===== src/rtl/counter_job_arbiter_pkg.sv =====
// Shared definitions for the counter job arbiter: FSM states, requester
// indices and the values the outputs take while in reset.
package counter_job_arbiter_pkg;

   typedef enum logic [2:0] {
      ST_IDLE,
      ST_LOAD,
      ST_COUNT,
      ST_READ,
      ST_DONE
   } state_e;

   localparam logic REQ0 = 1'b0;
   localparam logic REQ1 = 1'b1;

   localparam logic [1:0] RST_GRANT  = 2'b00;
   localparam logic       RST_LOAD_N = 1'b1;
   localparam logic       RST_ENABLE = 1'b0;
   localparam logic       RST_OE_N   = 1'b1;

   // Converts a requester index into its one-hot grant vector.
   function automatic logic [1:0] oneHot2(input logic idx);
      return idx ? 2'b10 : 2'b01;
   endfunction

endpackage


===== src/rtl/counter_job_arbiter_rr.sv =====
// Two-way round-robin arbiter. On a tie the requester that was not served
// last wins; the pointer only moves when the owner accepts a grant.
module rr_arbiter2
   import counter_job_arbiter_pkg::*;
(
   input  logic       Clk,
   input  logic       Reset,
   input  logic [1:0] Req,
   input  logic       Accept,
   output logic [1:0] GrantOneHot,
   output logic       Pointer
);

   logic pointer_q;
   logic pointer_d;

   // Pick the winner for the current request pattern.
   always_comb begin
      GrantOneHot = 2'b00;
      case (Req)
         2'b01:   GrantOneHot = oneHot2(REQ0);
         2'b10:   GrantOneHot = oneHot2(REQ1);
         2'b11:   GrantOneHot = oneHot2(pointer_q);
         default: GrantOneHot = 2'b00;
      endcase
   end

   // After a grant is taken, hand priority to the other requester.
   always_comb begin
      pointer_d = pointer_q;
      if (Accept && (GrantOneHot != 2'b00)) begin
         pointer_d = GrantOneHot[0] ? REQ1 : REQ0;
      end
   end

   // Priority pointer register; reset favours requester 0.
   always_ff @(posedge Clk or posedge Reset) begin
      if (Reset) begin
         pointer_q <= REQ0;
      end else begin
         pointer_q <= pointer_d;
      end
   end

   assign Pointer = pointer_q;

endmodule


===== src/rtl/counter_job_arbiter.sv =====
// Shares one external loadable up-counter between two requesters. A job is
// load start, count N steps, read the counter back, then pulse Done to the owner.
module counter_job_arbiter
   import counter_job_arbiter_pkg::*;
#(
   parameter int WIDTH = 8,
   parameter int STEPW = 8
)
(
   input  logic             Clk,
   input  logic             Reset,
   input  logic [1:0]       Req,
   input  logic [WIDTH-1:0] Start0,
   input  logic [WIDTH-1:0] Start1,
   input  logic [STEPW-1:0] Steps0,
   input  logic [STEPW-1:0] Steps1,
   output logic [1:0]       Grant,
   output logic [1:0]       Done,
   output logic [WIDTH-1:0] Result,
   output logic             Result_Valid,
   output logic [WIDTH-1:0] CntD,
   output logic             CntLoad_n,
   output logic             CntEnable,
   output logic             CntOE_n,
   input  logic [WIDTH-1:0] CntQ
);

   state_e           state_q, state_d;
   logic [1:0]       grant_q, grant_d;
   logic [1:0]       done_q, done_d;
   logic [WIDTH-1:0] result_q, result_d;
   logic             valid_q, valid_d;
   logic [WIDTH-1:0] cntD_q, cntD_d;
   logic             loadN_q, loadN_d;
   logic             enable_q, enable_d;
   logic             oeN_q, oeN_d;
   logic [STEPW-1:0] stepCnt_q, stepCnt_d;

   logic             accept;
   logic [1:0]       arbGrant;
   logic             rrPointer;
   logic             winnerIdx;

   rr_arbiter2 u_rr (
      .Clk         (Clk),
      .Reset       (Reset),
      .Req         (Req),
      .Accept      (accept),
      .GrantOneHot (arbGrant),
      .Pointer     (rrPointer)
   );

   // Index of the winning requester, used to steer its job fields in.
   always_comb begin
      winnerIdx = (Req == 2'b11) ? rrPointer : Req[1];
   end

   // Job sequencer: next state plus the next value of every registered output.
   always_comb begin
      state_d   = state_q;
      grant_d   = grant_q;
      done_d    = 2'b00;
      result_d  = result_q;
      valid_d   = 1'b0;
      cntD_d    = cntD_q;
      loadN_d   = loadN_q;
      enable_d  = enable_q;
      oeN_d     = oeN_q;
      stepCnt_d = stepCnt_q;
      accept    = 1'b0;
      case (state_q)
         ST_IDLE: begin
            if (Req != 2'b00) begin
               accept    = 1'b1;
               grant_d   = arbGrant;
               cntD_d    = (winnerIdx == REQ1) ? Start1 : Start0;
               stepCnt_d = (winnerIdx == REQ1) ? Steps1 : Steps0;
               loadN_d   = 1'b0;
               state_d   = ST_LOAD;
            end
         end
         ST_LOAD: begin
            loadN_d = 1'b1;
            if (stepCnt_q == '0) begin
               oeN_d   = 1'b0;
               state_d = ST_READ;
            end else begin
               enable_d = 1'b1;
               state_d  = ST_COUNT;
            end
         end
         ST_COUNT: begin
            if (stepCnt_q == STEPW'(1)) begin
               stepCnt_d = '0;
               enable_d  = 1'b0;
               oeN_d     = 1'b0;
               state_d   = ST_READ;
            end else begin
               stepCnt_d = stepCnt_q - STEPW'(1);
            end
         end
         ST_READ: begin
            result_d = CntQ;
            oeN_d    = 1'b1;
            done_d   = grant_q;
            valid_d  = 1'b1;
            state_d  = ST_DONE;
         end
         ST_DONE: begin
            grant_d = 2'b00;
            state_d = ST_IDLE;
         end
         default: begin
            state_d = ST_IDLE;
         end
      endcase
   end

   // State and output registers; reset aborts any job immediately.
   always_ff @(posedge Clk or posedge Reset) begin
      if (Reset) begin
         state_q   <= ST_IDLE;
         grant_q   <= RST_GRANT;
         done_q    <= 2'b00;
         result_q  <= '0;
         valid_q   <= 1'b0;
         cntD_q    <= '0;
         loadN_q   <= RST_LOAD_N;
         enable_q  <= RST_ENABLE;
         oeN_q     <= RST_OE_N;
         stepCnt_q <= '0;
      end else begin
         state_q   <= state_d;
         grant_q   <= grant_d;
         done_q    <= done_d;
         result_q  <= result_d;
         valid_q   <= valid_d;
         cntD_q    <= cntD_d;
         loadN_q   <= loadN_d;
         enable_q  <= enable_d;
         oeN_q     <= oeN_d;
         stepCnt_q <= stepCnt_d;
      end
   end

   assign Grant        = grant_q;
   assign Done         = done_q;
   assign Result       = result_q;
   assign Result_Valid = valid_q;
   assign CntD         = cntD_q;
   assign CntLoad_n    = loadN_q;
   assign CntEnable    = enable_q;
   assign CntOE_n      = oeN_q;

endmodule


===== config.mk =====
export PLATFORM = sky130hd
export DESIGN_NAME = counter_job_arbiter
export DESIGN_NICKNAME = d
export VERILOG_FILES = /design/src/rtl/counter_job_arbiter_pkg.sv /design/src/rtl/counter_job_arbiter_rr.sv /design/src/rtl/counter_job_arbiter.sv
export SDC_FILE = /design/constraint.sdc
export NUM_CORES = 1
export LEC_CHECK = 0
export BUFFER_PORTS_ARGS = -buffer_cell sky130_fd_sc_hd__buf_2
export CORE_MARGIN = 8
export CORE_UTILIZATION = 25
export DETAILED_ROUTE_END_ITERATION = 12
export SLEW_MARGIN = 10
export SYNTH_ARGS = -nofsm -noshare
export SYNTH_HDL_FRONTEND = slang
export SYNTH_SLANG_ARGS = --single-unit

===== constraint.sdc =====
create_clock -name Clk -period 4.25 [get_ports Clk]
set_clock_uncertainty 0.05 [all_clocks]
set_input_delay 0.425 -clock Clk [delete_from_list [all_inputs] [get_ports Clk]]
set_output_delay 0.425 -clock Clk [all_outputs]
set_load 0.02 [all_outputs]

==> results of run 1 <==
-- power breakdown --
group,switching [mW],leakage [nW],internal (mW)
Clock,0.131,0.0541,0.174
Combinational,0.516,0.699,0.321
Sequential,0.136,0.439,0.506
Total,0.783,1.19,1.00
-- final cells by class --
class,instances,share of cell area
clock buffer,5,0.02965
clock inverter,3,0.01833
inverter,8,0.01294
multi-input combinational,140,0.3504
sequential,36,0.3892
tap,96,0.05175
timing repair buffer,68,0.1477
-- sequential cells by signal, indices dropped and copies added, names as in the netlist --
register	cells
CntD	8
CntEnable	1
CntLoad_n	1
CntOE_n	1
Done	2
Grant	2
Result	8
Result_Valid	1
state_q	3
stepCnt_q	8
u_rr.Pointer	1
-- synth_stat cells, drive strengths merged (2+ instances only) --
cell / count
nand2: 50
dfrtp: 34
nor2: 17
a22oi: 9
a21oi: 8
inv: 7
nor3: 7
o221ai: 6
a21o: 3
a2bb2oi: 3
buf: 3
ha: 3
nand3: 3
o21ai: 3
o22ai: 3
and2: 2
and3b: 2
dfstp: 2
mux2: 2
mux2i: 2
nor3b: 2
or2: 2
-- worst max-delay path: stages, from the launching register on --
cell,delay (ns)
dfrtp_1,0.48
or2_1,0.39
nor3_2,0.62
a22oi_1,0.14
nand2_1,0.11
-- logic make-up (layout without fill, tap and decap cells) --
group	after synthesis	count (layout)
buffers and inverters	12	84
DFF	36	36
muxes	4	4
AOI/OAI and AO/OA	42	42
adders and majority gates	3	3
and+or+nand+nor	91	91
-- through the flow --
step / hold WS [ns] / util / worst slack (ns)
6_report: 0.1856 / 0.3397 / 2.393
5_1_grt: 0.2205 / 0.3397 / 2.162
4_1_cts: 0.1913 / 0.3397 / 2.328
3_5_place_dp: 0.3995 / 0.3234 / 2.295
3_3_place_gp: 0.3941 / 0.3234 / 2.327
2_1_floorplan: 0.4415 / - / 2.606
-- routing by layer --
layer | global-route usage | part of all wire
met1 | 0.1266 | 0.47
met2 | 0.1569 | 0.45
met3 | 0.03183 | 0.061
met4 | 0.04535 | 0.018
met5 | 0 | 0
-- how the worst max path moves through the flow --
stage	cells after the start	slack, ns	end	startpoint
after global placement	5	2.33	stepCnt_q[2]	Req[0]
after CTS	4	2.33	CntD[6]	state_q[2]
after global routing	4	2.16	CntD[5]	state_q[2]
after detailed placement	5	2.29	stepCnt_q[2]	Req[0]
after floorplan	4	2.61	stepCnt_q[2]	Req[0]
final	4	2.39	CntD[3]	state_q[0]
==> impl_results.md, run 1 <==
- Startpoint types: flop
- Adder-cell area share of the yosys netlist: 0.02119
- Sequential area share after synthesis: 0.5099
- Io pins: 68
- Share of cells above drive strength 1: 0.3385
- Finished layout cell area: 2321 sq um
- Least-Margin Pin Slew: 0.6956 ns
- Worst path arrival time: 2.03 ns
- CTS sink cnt: 36
- Largest family of logic cells by synthesized area: simple AND/OR/NAND/NOR gates
- Port bufs: 67
- DIE HEIGHT: 100.2 microns
- Fin crit period: 1.857 ns
- Reg clk slew, reported paths: 0.08 ns
- Setup_tns: 0 ns
- YS warnings: 0
- Main flop type after synthesis: dfrtp_1
- Largest cells by area after synthesis: dfrtp_1 48%, nand2_1 11%, a22oi_1 3.8%
- Num CTS Buffers: 5
- Multi-input logic area: 813.3 sq um
- Syn avg cell area: 9.424 sq um
- Tot Pwr: 1.784 mW
- Yosys top cell by area: dfrtp_1
- Syn nets: 235
- Initial antenna violation count: 0
- R2R cell count: 4
- Nets: 306
- Post-synthesis compound-gate area fraction: 0.1794
- Antenna viol nets, final: 0
- CP Class: flop to flop
- Final cell count without fillers: 356
- CTS Root Cell: clkbuf_8
- Clock buffer depth: 2
- Worst path required time: 4.43 ns
- Post-cts sizing count: 0
- Hold Fails Final Rpt: 0
- Total setup buffers inserted after CTS: 0
- Antenna Cells: 0
- Top cell type's share of synthesized area: 0.4802
- Die footprint: 10,040 sq um
- Synth Area in XOR/XNOR: 0
- Number of global-route vias before repair: 1,706
- Initial core utilization: 0.2593
- Most frequent cells in the layout: 67 x buf_2, 50 x nand2_1, 34 x dfrtp_1, 16 x nor2_1, 9 x a22oi_1
- Iter 0 DRT Violations: 102
- DRT Wirelength: 4.885 mm
- Run status: finished, final reports clean
- Largest net degree at the start of global routing: 37
- Worst R2R Start: state_q[0]
- Post-DP Area: 2210 sq um
- Gate Count Post-Synth: 188
- Unique masters post-synth: 42
- Mapped Area: 1772 sq um
- Crit end category: flop
- Setup violations, final: 0
- Most common cell after layout, fill and taps aside: buf_2
- H-tree depth: 2
- Max Cap Viol: 0
- Hold Crit Class: input port to async pin
- P_leak: 1.193 nW
- Total number of vias: 1,615
- Clock latency at the later pin of the worst-skew pair: 0.29 ns
- P per Cell Area: 768.5 nW/um^2
- Max Transition Viols Final: 0
- Final HPWL DP: 3.629 mm
- Chip width: 100.2 microns
- Crit-path max FO: 10
- Max Fclk: 0.5386 GHz
- Total gr overflow: 0
- Simple-gate area share of the yosys netlist: 0.2345
- Post-synthesis mux area share: 0.02401
- Peak VDD IR: 0.2242 mV
- Slew headroom: 0.5338
- Post-Place Cells: 348
- CTS tree: done
- Crit Reg-Reg Endpoint: CntD[3]
- RSZ-0062 raised after global routing: false
- Flop2flop setup slack: 2.39 ns
- Total core area: 6832 sq um
- WL per Instance: 13.72 microns
- DRC Markers: 0
- Mean number of vias per cell: 4.537
- Post-synth EDFFs: 0
- Fin crit share: 0.4368
- GPL Wtd Cong: 0.8467
- FILL cells: 736
- Flops & latches, synth: 36
- P&R area growth vs syn: 31.00%
- Asr flop ratio synth: 1.000
- DR pass1 iterations: 4
- CTS Hold Bufs: 0
- GRT Overall Usage: 0.1017
- Reg area: 903.4 sq um
- # rows: 30
- First-pass GRT wire length: 8.086 mm
Note: power is estimated with default switching activity, not from simulation.
==> run 2, diff against run 1 <==
clock period = 1.87 ns   (was 4.25 ns; I/O delays follow)
==> impl_results.md, run 2 (synthesized netlist as in run 1, its figures left out) <==
- FILL cells: 729 (was 736)
- DRC Markers: 0 (unchanged)
- Clock buffer depth: 2 (unchanged)
- Max Transition Viols Final: 0 (unchanged)
- Most common cell after layout, fill and taps aside: buf_2 (unchanged)
- Share of cells above drive strength 1: 0.3593 (was 0.3385)
- Nets: 316 (was 306)
- Number of global-route vias before repair: 1,761 (was 1,706)
- CP Class: flop to flop (unchanged)
- First-pass GRT wire length: 8.383 mm (was 8.086 mm)
- P per Cell Area: 1721 nW/um^2 (was 768.5 nW/um^2)
- Switch share: 0.4412 (was 0.4390)
- Gate power share: 0.506 (was 0.469)
- Tot Pwr: 4.101 mW (was 1.784 mW)
- Initial antenna violation count: 0 (unchanged)
- Most frequent cells in the layout: 67 x buf_2, 50 x nand2_1, 34 x dfrtp_1, 16 x nor2_1, 10 x buf_4 (was 67 x buf_2, 50 x nand2_1, 34 x dfrtp_1, 16 x nor2_1, 9 x a22oi_1)
- P&R area growth vs syn: 34.53% (was 31.00%)
- Crit Reg-Reg Endpoint: stepCnt_q[5] (was CntD[3])
- Mean number of vias per cell: 4.514 (was 4.537)
- Finished layout cell area: 2384 sq um (was 2321 sq um)
- CTS tree: done (unchanged)
- Total setup buffers inserted after CTS: 0 (unchanged)
- Worst path required time: 2.05 ns (was 4.43 ns)
- Antenna Cells: 0 (unchanged)
- R2R cell count: 5 (was 4)
- Max Cap Viol: 0 (unchanged)
- Chip width: 100.2 microns (unchanged)
- Final cell count without fillers: 366 (was 356)
- Startpoint types: flop (unchanged)
- Die footprint: 10,040 sq um (unchanged)
- Final core occ: 0.3489 (was 0.3397)
- DRT Wirelength: 5.059 mm (was 4.885 mm)
- Crit path capture: stepCnt_q[5] (was CntD[3])
- Flop2flop setup slack: 0.13 ns (was 2.39 ns)
- Reg clk slew, reported paths: 0.08 ns (about the same)
- Internal power: 2.292 mW (was 1.001 mW)
- Post-Place Cells: 357 (was 348)
- H-tree depth: 2 (unchanged)
- Iter 0 DRT Violations: 93 (was 102)
- Setup_tns: 0 ns (unchanged)
- Total gr overflow: 0 (unchanged)
- Initial core utilization: 0.2593 (unchanged)
- Total number of vias: 1,652 (was 1,615)
- WL per Instance: 13.82 microns (was 13.72 microns)
- GRT Overall Usage: 0.1034 (was 0.1017)
- Largest net degree at the start of global routing: 37 (unchanged)
- Clock power frac: 0.146 (was 0.171)
- CP startpoint: state_q[1] (was state_q[0])
- Final HPWL DP: 3.876 mm (was 3.629 mm)
- Post-DP Area: 2277 sq um (was 2210 sq um)
- Hold Fails Final Rpt: 0 (unchanged)
- CTS Root Cell: clkbuf_8 (unchanged)
- Total core area: 6832 sq um (unchanged)
- P_leak: 1.239 nW (was 1.193 nW)
- DR pass1 iterations: 4 (unchanged)
- Worst path arrival time: 1.92 ns (was 2.03 ns)
- RSZ-0062 raised after global routing: false (unchanged)
- DIE HEIGHT: 100.2 microns (unchanged)
- Max Fclk: 0.5758 GHz (was 0.5386 GHz)
- Port bufs: 67 (unchanged)
- Psw: 1.809 mW (was 783.0 uW)
- # rows: 30 (unchanged)
- GPL Wtd Cong: 0.8820 (was 0.8467)
- Setup violations, final: 0 (unchanged)
- Seq pwr share: 0.348 (was 0.360)
- Crit end category: flop (unchanged)
- Clock latency at the later pin of the worst-skew pair: 0.28 ns (was 0.29 ns)
- Run status: finished, final reports clean (unchanged)
- Peak VDD IR: 0.5548 mV (was 0.2242 mV)
- Antenna viol nets, final: 0 (unchanged)
- Crit-path max FO: 9 (was 10)
- Fin crit share: 0.9287 (was 0.4368)
- Fin crit period: 1.737 ns (was 1.857 ns)
- Hold Crit Class: input port to flop (was input port to async pin)
- Slew headroom: 0.6927 (was 0.5338)
- Io pins: 68 (unchanged)
- Num CTS Buffers: 5 (unchanged)
- Worst R2R Start: state_q[1] (was state_q[0])
- Least-Margin Pin Slew: 0.4609 ns (was 0.6956 ns)
- CTS sink cnt: 36 (unchanged)
run 2: cell types whose count changed in the layout (fill, tap and decap cells not counted), sizes merged:
cell,delta
dlygate4sd3,+1
buf,+9
inv,+1
clkbuf,+1
bufinv,-1
clkinvlp,-1
run 2: how the worst min path moves through the flow:
stage,startpoint,to,slack (ns),cells after the start
floorplan,CntQ[0],Result[0],0.24,2
global placement,Reset,CntD[6],0.27,3
detailed placement,Reset,CntD[6],0.27,3
CTS,CntQ[4],Result[4],0.03,3
global route,CntQ[4],Result[4],0.03,3
finish,CntQ[4],Result[4],0.04,3
run 2: repair_timing:
action	in CTS	in global routing
hold buffers	1	0
endpoints found under the hold margin	34	0
endpoints found under the setup margin	0	0
gates resized for setup	0	0
run 2: cell type report:
type / count / area (sq um) / share of cell area
clock buffers: 6 / 82.58 / 0.03465
clock inverters: 2 / 13.76 / 0.005774
multi-input cells: 140 / 813.3 / 0.3412
inverters: 8 / 30.03 / 0.01260
well taps: 96 / 120.1 / 0.05039
flip-flops and latches: 36 / 903.4 / 0.3790
repair buffers: 78 / 420.4 / 0.1764
run 2: layer usage:
layer  GRT usage  vias up  share of wire
li1            -      818              -
met1      0.1312      770           0.46
met2      0.1605       62           0.45
met3     0.03322        2          0.071
met4     0.03605        0          0.011
met5           0        -              0
run 2: stage by stage:
step | setup slack (ns) | hold WS (ns)
after floorplan | 0.2578 | 0.2424
after global placement | 0.1494 | 0.2727
after detailed placement | 0.1573 | 0.2747
after CTS | 0.1389 | 0.03194
after global routing | 0.004546 | 0.03014
final | 0.1334 | 0.04021
run 2: critical path, cell delays in order (launching register included):
cell      delay [ns]
dfrtp_1         0.50
or3b_4          0.44
a31o_4          0.25
a21o_1          0.17
o211ai_2        0.14
o21a_1          0.13
run 2: power groups by stage:
| stage | Sequential (mW) | Clock, mW | Combinational, mW |
|---|---|---|---|
| final | 1.43 | 0.598 | 2.07 |
| after global routing | 1.48 | 0.651 | 2.31 |
| after CTS | 1.43 | 0.621 | 2.10 |
| after detailed placement | 1.44 | 0 | 2.10 |
| after global placement | 1.44 | 0 | 2.07 |
| after floorplan | 1.65 | 0 | 1.17 |
